==> src/rtl/riscv_defines.sv <==
// Shared RISC-V core definitions: store width encoding and helpers used by the
// store/load lane logic.
package riscv_defines;

  typedef enum logic [1:0] {
    STORE_OP_SB = 2'b00,
    STORE_OP_SH = 2'b01,
    STORE_OP_SW = 2'b10
  } StoreOp_t;

  // Byte-enable pattern before lane shifting; unknown encodings act as SB.
  function automatic logic [3:0] store_base_mask(input StoreOp_t op);
    case (op)
      STORE_OP_SH: store_base_mask = 4'b0011;
      STORE_OP_SW: store_base_mask = 4'b1111;
      default:     store_base_mask = 4'b0001;
    endcase
  endfunction

endpackage

==> src/rtl/store_unit_lane_align.sv <==
// Combinational byte-lane alignment: shifts store data and strobe across a
// 64-bit window spanning two words and flags word-crossing accesses.
module store_lane_align
  import riscv_defines::*;
(
  input  StoreOp_t    i_store_op,
  input  logic [1:0]  i_off,
  input  logic [31:0] i_store_data,
  output logic [63:0] o_data,
  output logic [7:0]  o_strb,
  output logic        o_split
);

  logic [3:0] w_mask;

  assign w_mask  = store_base_mask(i_store_op);
  assign o_data  = {32'd0, i_store_data} << {i_off, 3'b000};
  assign o_strb  = {4'd0, w_mask} << i_off;
  assign o_split = |o_strb[7:4];

endmodule

==> src/rtl/store_unit.sv <==
// Memory-stage store unit: issues byte-lane-aligned word writes, splitting
// word-crossing stores into two beats or faulting them.
//
//  state   | meaning
//  IDLE    | waiting for a store; faults misaligned ones when splitting is off
//  LO      | low-word beat on the memory port
//  HI      | high-word beat of a split store
module store_unit
  import riscv_defines::*;
#(
  parameter bit ALLOW_MISALIGNED = 1'b1
) (
  input  logic        clk,
  input  logic        rst,
  input  logic        store_valid,
  input  StoreOp_t    StoreOpD,
  input  logic [31:0] store_addr,
  input  logic [31:0] store_data,
  output logic        store_done,
  output logic        misaligned_fault,
  output logic        mem_valid,
  input  logic        mem_ready,
  output logic [31:0] mem_addr,
  output logic [31:0] mem_wdata,
  output logic [3:0]  mem_wstrb
);

  typedef enum logic [1:0] {
    ST_IDLE = 2'b00,
    ST_LO   = 2'b01,
    ST_HI   = 2'b10
  } store_unit_state_t;

  store_unit_state_t r_state, w_next;

  logic [63:0] w_data;
  logic [7:0]  w_strb;
  logic        w_split;
  logic        w_accept;

  logic [29:0] r_addr_lo;
  logic [29:0] r_addr_hi;
  logic [31:0] r_wdata_lo;
  logic [31:0] r_wdata_hi;
  logic [3:0]  r_strb_lo;
  logic [3:0]  r_strb_hi;
  logic        r_split;

  store_lane_align u_align (
    .i_store_op   (StoreOpD),
    .i_off        (store_addr[1:0]),
    .i_store_data (store_data),
    .o_data       (w_data),
    .o_strb       (w_strb),
    .o_split      (w_split)
  );

  assign w_accept = (r_state == ST_IDLE) && store_valid && (!w_split || ALLOW_MISALIGNED);

  always_ff @(posedge clk) begin
    if (rst) begin
      r_state    <= ST_IDLE;
      r_addr_lo  <= '0;
      r_addr_hi  <= '0;
      r_wdata_lo <= '0;
      r_wdata_hi <= '0;
      r_strb_lo  <= '0;
      r_strb_hi  <= '0;
      r_split    <= 1'b0;
    end else begin
      r_state <= w_next;
      if (w_accept) begin
        r_addr_lo  <= store_addr[31:2];
        r_addr_hi  <= store_addr[31:2] + 30'd1;
        r_wdata_lo <= w_data[31:0];
        r_wdata_hi <= w_data[63:32];
        r_strb_lo  <= w_strb[3:0];
        r_strb_hi  <= w_strb[7:4];
        r_split    <= w_split;
      end
    end
  end

  always_comb begin
    w_next           = r_state;
    store_done       = 1'b0;
    misaligned_fault = 1'b0;
    case (r_state)
      ST_IDLE: begin
        if (w_accept) begin
          w_next = ST_LO;
        end else if (store_valid && w_split && !ALLOW_MISALIGNED) begin
          misaligned_fault = 1'b1;
        end
      end
      ST_LO: begin
        if (mem_ready) begin
          if (r_split) begin
            w_next = ST_HI;
          end else begin
            store_done = 1'b1;
            w_next     = ST_IDLE;
          end
        end
      end
      ST_HI: begin
        if (mem_ready) begin
          store_done = 1'b1;
          w_next     = ST_IDLE;
        end
      end
      default: w_next = ST_IDLE;
    endcase
    // Reset wins: no completion or fault may escape in the reset cycle.
    if (rst) begin
      store_done       = 1'b0;
      misaligned_fault = 1'b0;
    end
  end

  always_comb begin
    mem_valid = 1'b0;
    mem_addr  = '0;
    mem_wdata = '0;
    mem_wstrb = '0;
    case (r_state)
      ST_LO: begin
        mem_valid = 1'b1;
        mem_addr  = {r_addr_lo, 2'b00};
        mem_wdata = r_wdata_lo;
        mem_wstrb = r_strb_lo;
      end
      ST_HI: begin
        mem_valid = 1'b1;
        mem_addr  = {r_addr_hi, 2'b00};
        mem_wdata = r_wdata_hi;
        mem_wstrb = r_strb_hi;
      end
      default: ;
    endcase
  end

endmodule

==> config.mk <==
export PLATFORM = sky130hd
export DESIGN_NAME = store_unit
export DESIGN_NICKNAME = d
export VERILOG_FILES = /design/src/rtl/riscv_defines.sv /design/src/rtl/store_unit_lane_align.sv /design/src/rtl/store_unit.sv
export SDC_FILE = /design/constraint.sdc
export NUM_CORES = 1
export LEC_CHECK = 0
export ABC_AREA = 1
export ABC_CLOCK_PERIOD_IN_PS = 4790
export CORE_AREA = 2 2 180 94
export DETAILED_ROUTE_END_ITERATION = 10
export DIE_AREA = 0 0 182 96
export PLACE_DENSITY = 0.86
export SYNTH_ARGS = -nofsm -noshare
export SYNTH_HDL_FRONTEND = slang
export SYNTH_HIERARCHICAL = 1
export SYNTH_SLANG_ARGS = --single-unit
export TNS_END_PERCENT = 20
==> constraint.sdc <==
create_clock -name clk -period 4.79 [get_ports clk]
set_input_delay 0.7185 -clock clk [delete_from_list [all_inputs] [get_ports clk]]
set_output_delay 0.7185 -clock clk [all_outputs]
set_load 0.03 [all_outputs]
==> results of run 1 <==
==> layer usage <==
| layer | global-route usage (%) | share of wire, % | wire length, um |
|---|---|---|---|
| met1 | 44.0 | 49 | 11800 |
| met5 | 0 | 0 | 0 |
| met2 | 36.2 | 37 | 9110 |
| met4 | 5.44 | 0.63 | 153 |
| met3 | 7.45 | 13 | 3240 |
==> tightest hold or removal path: cells and delay by family, from the launching register on <==
family          cells  cell delay (ps)
flops               1              310
simple gates        1               60
compound gates      1               50
==> state kept, by name, summed over array words and instances, names as in the netlist <==
register    cells
r_addr_hi      30
r_addr_lo      30
r_split         1
r_state         2
r_strb_hi       4
r_strb_lo       4
r_wdata_hi     32
r_wdata_lo     32
==> cell usage after synthesis, drive strengths merged, types with 2 or more instances <==
cell type,count,area (um2)
nor2,266,1110
nand2,404,1550
dfxtp,135,2700
nand3,64,325
clkbuf,36,135
nor3,8,40.0
a211oi,4,30.0
and2,2,12.5
a21oi,92,460
o211ai,4,30.0
conb,2,7.51
buf,57,355
o21ai,108,541
inv,78,295
ha,7,87.6
==> stage by stage <==
step,hold WS [ps],setup WS (ps)
after floorplan,444,1900
after global placement,453,1720
after detailed placement,458,1660
after CTS,469,1240
after global routing,491,1080
final,470,1210
==> kinds of logic (layout without fill, tap and decap cells) <==
family	after synthesis	after routing	share of synthesized area, %
xor gates and xnor gates	2	2	0.226
AOI/OAI and AO/OA	211	211	14.0
other	2	12	0.0970
adders and majority gates	7	7	1.13
and+or+nand+nor	747	747	39.5
DFF	135	135	34.9
buffers and inverters	172	258	10.2
==> where the power goes <==
part	internal (mW)	leakage [nW]	switching, mW
clock	0.735	0.267	0.530
sequential	1.38	1.11	0.137
combinational	0.509	2.81	1.13
==> path summary, 6_finish.rpt <==
kind	start	end	slack, ps	depth (start not counted)
worst max-delay path	r_state[1]	mem_wdata[16]	1210	6
worst min-delay path	r_addr_lo[29]	r_addr_lo[29]	470	2
worst max register to register	r_state[0]	r_addr_hi[23]	2160	10
worst min register to register	r_addr_lo[29]	r_addr_lo[29]	470	2
==> area by class of cell <==
class	instances	area share [%]
Tap cell	210	2.72
Timing Repair Buffer	147	15.6
Sequential cell	135	28.0
Clock inverter	13	1.27
Inverter	79	3.11
Multi-Input combinational cell	979	44.6
Clock buffer	19	4.59
==> impl_metrics.env, run 1 <==
export IMPL_status="completed"
export IMPL_leakagePower_nw=4.19
export IMPL_max_slew_worst_pin_slew_ps=992
export IMPL_cts_hold_buffers=0
export IMPL_finalPower_mw=4.41
export IMPL_wl_per_cell_um=15.4
export IMPL_grt_max_degree=72
export IMPL_path_delay_family="buffers and inverters"
export IMPL_ant_nets=0
export IMPL_final_hold_viol_count=0
export IMPL_placed_area_um2=9080
export IMPL_critPathBufInv=3
export IMPL_fillers=1462
export IMPL_skew_ps=11.2
export IMPL_cts_made_buffers=17
export IMPL_clk_latency_ps=410
export IMPL_ir_drop_mv=0.471
export IMPL_path_cells="inv_1, ha_2, buf_12, nand2_1, a21oi_1, clkdlybuf4s50_1"
export IMPL_critical_path_required_ps=4070
export IMPL_arrival_ps=2860
export IMPL_cts_sinks=135
export IMPL_clkTransAtPathRegs_ps=60
export IMPL_dr_pass1_iters=6
export IMPL_wl_um=24300
export IMPL_layout_cells_non_filler=1582
export IMPL_cap_violations=0
export IMPL_end_kind="output pin"
export IMPL_root_buffer="clkbuf_16"
export IMPL_htree_levels=4
export IMPL_initial_core_util_pct=48.6
export IMPL_yosys_warnings=6
export IMPL_core_area_um2=15900
export IMPL_fin_area_um2=9640
export IMPL_multiInputGateArea_um2=4300
export IMPL_vias=8460
export IMPL_crit_path_start_kind="flip-flop"
export IMPL_ys_async_sr_fraction_pct=0
export IMPL_syn_area_um2=7740
export IMPL_placed_cells=1550
export IMPL_max_stage_delay_ps=730
export IMPL_grt_pass1_vias=7233
export IMPL_syn_inst=1276
export IMPL_grt_overflow=0
export IMPL_via_per_inst=5.35
export IMPL_cts_resized=0
export IMPL_grt_usage_pct=27.7
export IMPL_ys_seq_elements=135
export IMPL_synth_main_ff_cell="dfxtp_1"
export IMPL_final_util_pct=60.5
export IMPL_hpwl_um=16600
export IMPL_ys_seq_area_share_pct=34.9
export IMPL_ff_latch_area_um2=2700
export IMPL_final_net_count=1436
export IMPL_fmax_mhz=279
export IMPL_min_period_ps=3580
export IMPL_antenna_found_initial=0
export IMPL_slew_headroom_pct=33.7
export IMPL_timing_setup_tns_ps=0
export IMPL_design_die_area_um2=17500
export IMPL_io_buffers=137
export IMPL_yosysUniqueCellTypes=36
export IMPL_final_common_cell="nand2_1"
export IMPL_clk_path_buf_depth=2
export IMPL_die_x_um=182
export IMPL_post_cts_buffers=0
export IMPL_slowest_stage="clkdlybuf4s50_1"
export IMPL_first_iter_violations=1282
export IMPL_pin_count=141
export IMPL_grt_setup_unrepaired="no"
export IMPL_drc=0
export IMPL_area_delta_synth_final_pct=24.5
export IMPL_final_cell_mix="395 x nand2_1, 253 x nor2_1, 137 x clkdlybuf4s50_1"
export IMPL_maxSlewViolCount=0
export IMPL_setup_violations_final=0
export IMPL_grt_pass1_wl_um=38200
export IMPL_crit_type="reg2out"
export IMPL_cts_tree="built"
export IMPL_gp_congestion=0.929
export IMPL_powerDensity_nw_per_um2=458
export IMPL_drive_above_1_share_pct=5.32
export IMPL_die_y_um=96
export IMPL_num_rows=33
export IMPL_hold_class="reg2reg"
export IMPL_worstPathMaxFanout=47
export IMPL_final_period_utilization_pct=74.8
export IMPL_synth_area_per_cell_um2=6.07
export IMPL_synth_edff_count=0
export IMPL_antenna_cells=0
Note: power is estimated with default switching activity, not from simulation.
==> run 2, diff against run 1 <==
--- a/config.mk
+++ b/config.mk
@@ -6,7 +6,7 @@
 export NUM_CORES = 1
 export LEC_CHECK = 0
 export ABC_AREA = 1
-export ABC_CLOCK_PERIOD_IN_PS = 4790
+export ABC_CLOCK_PERIOD_IN_PS = 3700
 export CORE_AREA = 2 2 180 94
 export DETAILED_ROUTE_END_ITERATION = 10
 export DIE_AREA = 0 0 182 96
==> constraint.sdc (replaced) <==
create_clock -name clk -period 3.7 [get_ports clk]
set_input_delay 0.555 -clock clk [delete_from_list [all_inputs] [get_ports clk]]
set_output_delay 0.555 -clock clk [all_outputs]
set_load 0.03 [all_outputs]
==> impl_metrics.env, run 2 (synthesized netlist as in run 1, its figures left out) <==
export IMPL_slowest_stage="inv_2"
export IMPL_startpoint="r_state[0]"
export IMPL_max_stage_delay_ps=660
export IMPL_hold_path_cell_count=2
export IMPL_grt_busiest_layer="met1"
export IMPL_placed_area_um2=9080
export IMPL_worstPathMaxFanout=46
export IMPL_num_rows=33
export IMPL_crit_type="reg2out"
export IMPL_placed_cells=1554
export IMPL_cts_hold_buffers=0
export IMPL_final_hold_viol_count=0
export IMPL_final_common_cell="nand2_1"
export IMPL_gp_congestion=0.950
export IMPL_status="completed"
export IMPL_arrival_ps=2970
export IMPL_dr_pass1_iters=6
export IMPL_finalPower_mw=5.65
export IMPL_hpwl_um=17100
export IMPL_maxSlewViolCount=0
export IMPL_wl_per_cell_um=15.5
export IMPL_area_delta_synth_final_pct=24.5
export IMPL_crit_path_start_kind="flip-flop"
export IMPL_wl_um=24600
export IMPL_cts_resized=0
export IMPL_cts_made_buffers=17
export IMPL_final_period_utilization_pct=95.4
export IMPL_grt_usage_pct=28.2
export IMPL_grt_pass1_vias=7334
export IMPL_hold_class="reg2reg"
export IMPL_grt_max_degree=79
export IMPL_top_regs="r_wdata_hi x32, r_wdata_lo x32"
export IMPL_cts_tree="built"
export IMPL_setup_violations_final=0
export IMPL_grt_pass1_wl_um=38700
export IMPL_skew_ps=8.37
export IMPL_clkTransAtPathRegs_ps=60
export IMPL_worstReg2RegStart="r_state[0]"
export IMPL_fmax_mhz=283
export IMPL_powerDensity_nw_per_um2=586
export IMPL_via_per_inst=5.38
export IMPL_htree_levels=4
export IMPL_grt_overflow=0
export IMPL_path_delay_family="buffers and inverters"
export IMPL_first_iter_violations=1133
export IMPL_grt_util_met2_pct=39.1
export IMPL_ant_nets=0
export IMPL_final_cell_mix="395 x nand2_1, 253 x nor2_1, 137 x clkdlybuf4s50_1"
export IMPL_die_y_um=96
export IMPL_timing_setup_tns_ps=0
export IMPL_grt_use_met1_pct=43.7
export IMPL_final_net_count=1440
export IMPL_clk_path_buf_depth=2
export IMPL_die_x_um=182
export IMPL_layout_cells_non_filler=1587
export IMPL_cap_violations=0
export IMPL_leakagePower_nw=4.19
export IMPL_vias=8540
export IMPL_cts_sinks=135
export IMPL_max_slew_worst_pin_slew_ps=920
export IMPL_path_cells="inv_1, ha_1, inv_2, buf_4, a21oi_1, clkdlybuf4s50_1"
export IMPL_root_buffer="clkbuf_16"
export IMPL_end_kind="output pin"
export IMPL_critical_path_required_ps=3140
export IMPL_drc=0
export IMPL_fin_area_um2=9640
export IMPL_slew_headroom_pct=38.7
export IMPL_r2r_end="r_wdata_hi[27]"
export IMPL_pin_count=141
export IMPL_min_to="r_addr_lo[22]"
export IMPL_core_area_um2=15900
export IMPL_ir_drop_mv=0.457
export IMPL_critPathBufInv=4
export IMPL_post_cts_buffers=0
export IMPL_clk_latency_ps=410
export IMPL_grt_setup_unrepaired="no"
export IMPL_drive_above_1_share_pct=5.52
export IMPL_min_from="r_addr_lo[22]"
export IMPL_reg2reg_depth=7
export IMPL_rrSetupSlack_ps=1470
export IMPL_initial_core_util_pct=48.6
export IMPL_design_die_area_um2=17500
export IMPL_antenna_found_initial=0
export IMPL_io_buffers=137
export IMPL_grt_use_met3_pct=7.26
export IMPL_min_period_ps=3530
==> run 2: how the worst max path moves through the flow <==
stage	to	cells past startpoint	slack (ps)
global placement	mem_wdata[15]	6	690
global route	mem_wdata[11]	6	20
CTS	mem_wdata[22]	6	180
detailed placement	mem_wdata[22]	6	610
finish	mem_wstrb[3]	6	170
floorplan	store_done	5	980
==> run 2: final cells by class <==
type,instances,area [um2]
fill,1523,6300
antenna,1,2.50
timing repair buffer,151,1510
tap,210,263
clock buffer,19,433
clock inverter,13,124
inverter,79,300
multi-input combinational,979,4300
sequential,135,2700
==> run 2: power by group <==
| group | switching, mW | internal [mW] | leakage, nW | total [mW] |
|---|---|---|---|---|
| combinational | 1.42 | 0.640 | 2.82 | 2.06 |
| sequential | 0.200 | 1.78 | 1.11 | 1.98 |
| clock | 0.678 | 0.932 | 0.253 | 1.61 |
| total | 2.30 | 3.35 | 4.19 | 5.65 |
==> run 2: metal layers <==
layer  routed length [um]  vias to the layer above
met3                 3280                       18
met5                    0                        -
met1                11900                     3867
met4                  110                        0
met2                 9400                      486
li1                     -                     4169
==> run 2: stage by stage <==
stage | utilization (%) | worst slack, ps | hold slack [ps]
2_1_floorplan | - | 978 | 444
3_3_place_gp | 57.0 | 686 | 453
3_5_place_dp | 57.0 | 609 | 457
4_1_cts | 60.5 | 179 | 467
5_1_grt | 60.5 | 19.9 | 478
6_report | 60.5 | 170 | 467
==> run 2: tightest hold or removal path, delay by kind of cell (launching register included) <==
| family | cells | cell delay, ps |
|---|---|---|
| AOI/OAI and AO/OA | 1 | 50 |
| DFF | 1 | 310 |
| and+or+nand+nor | 1 | 60 |
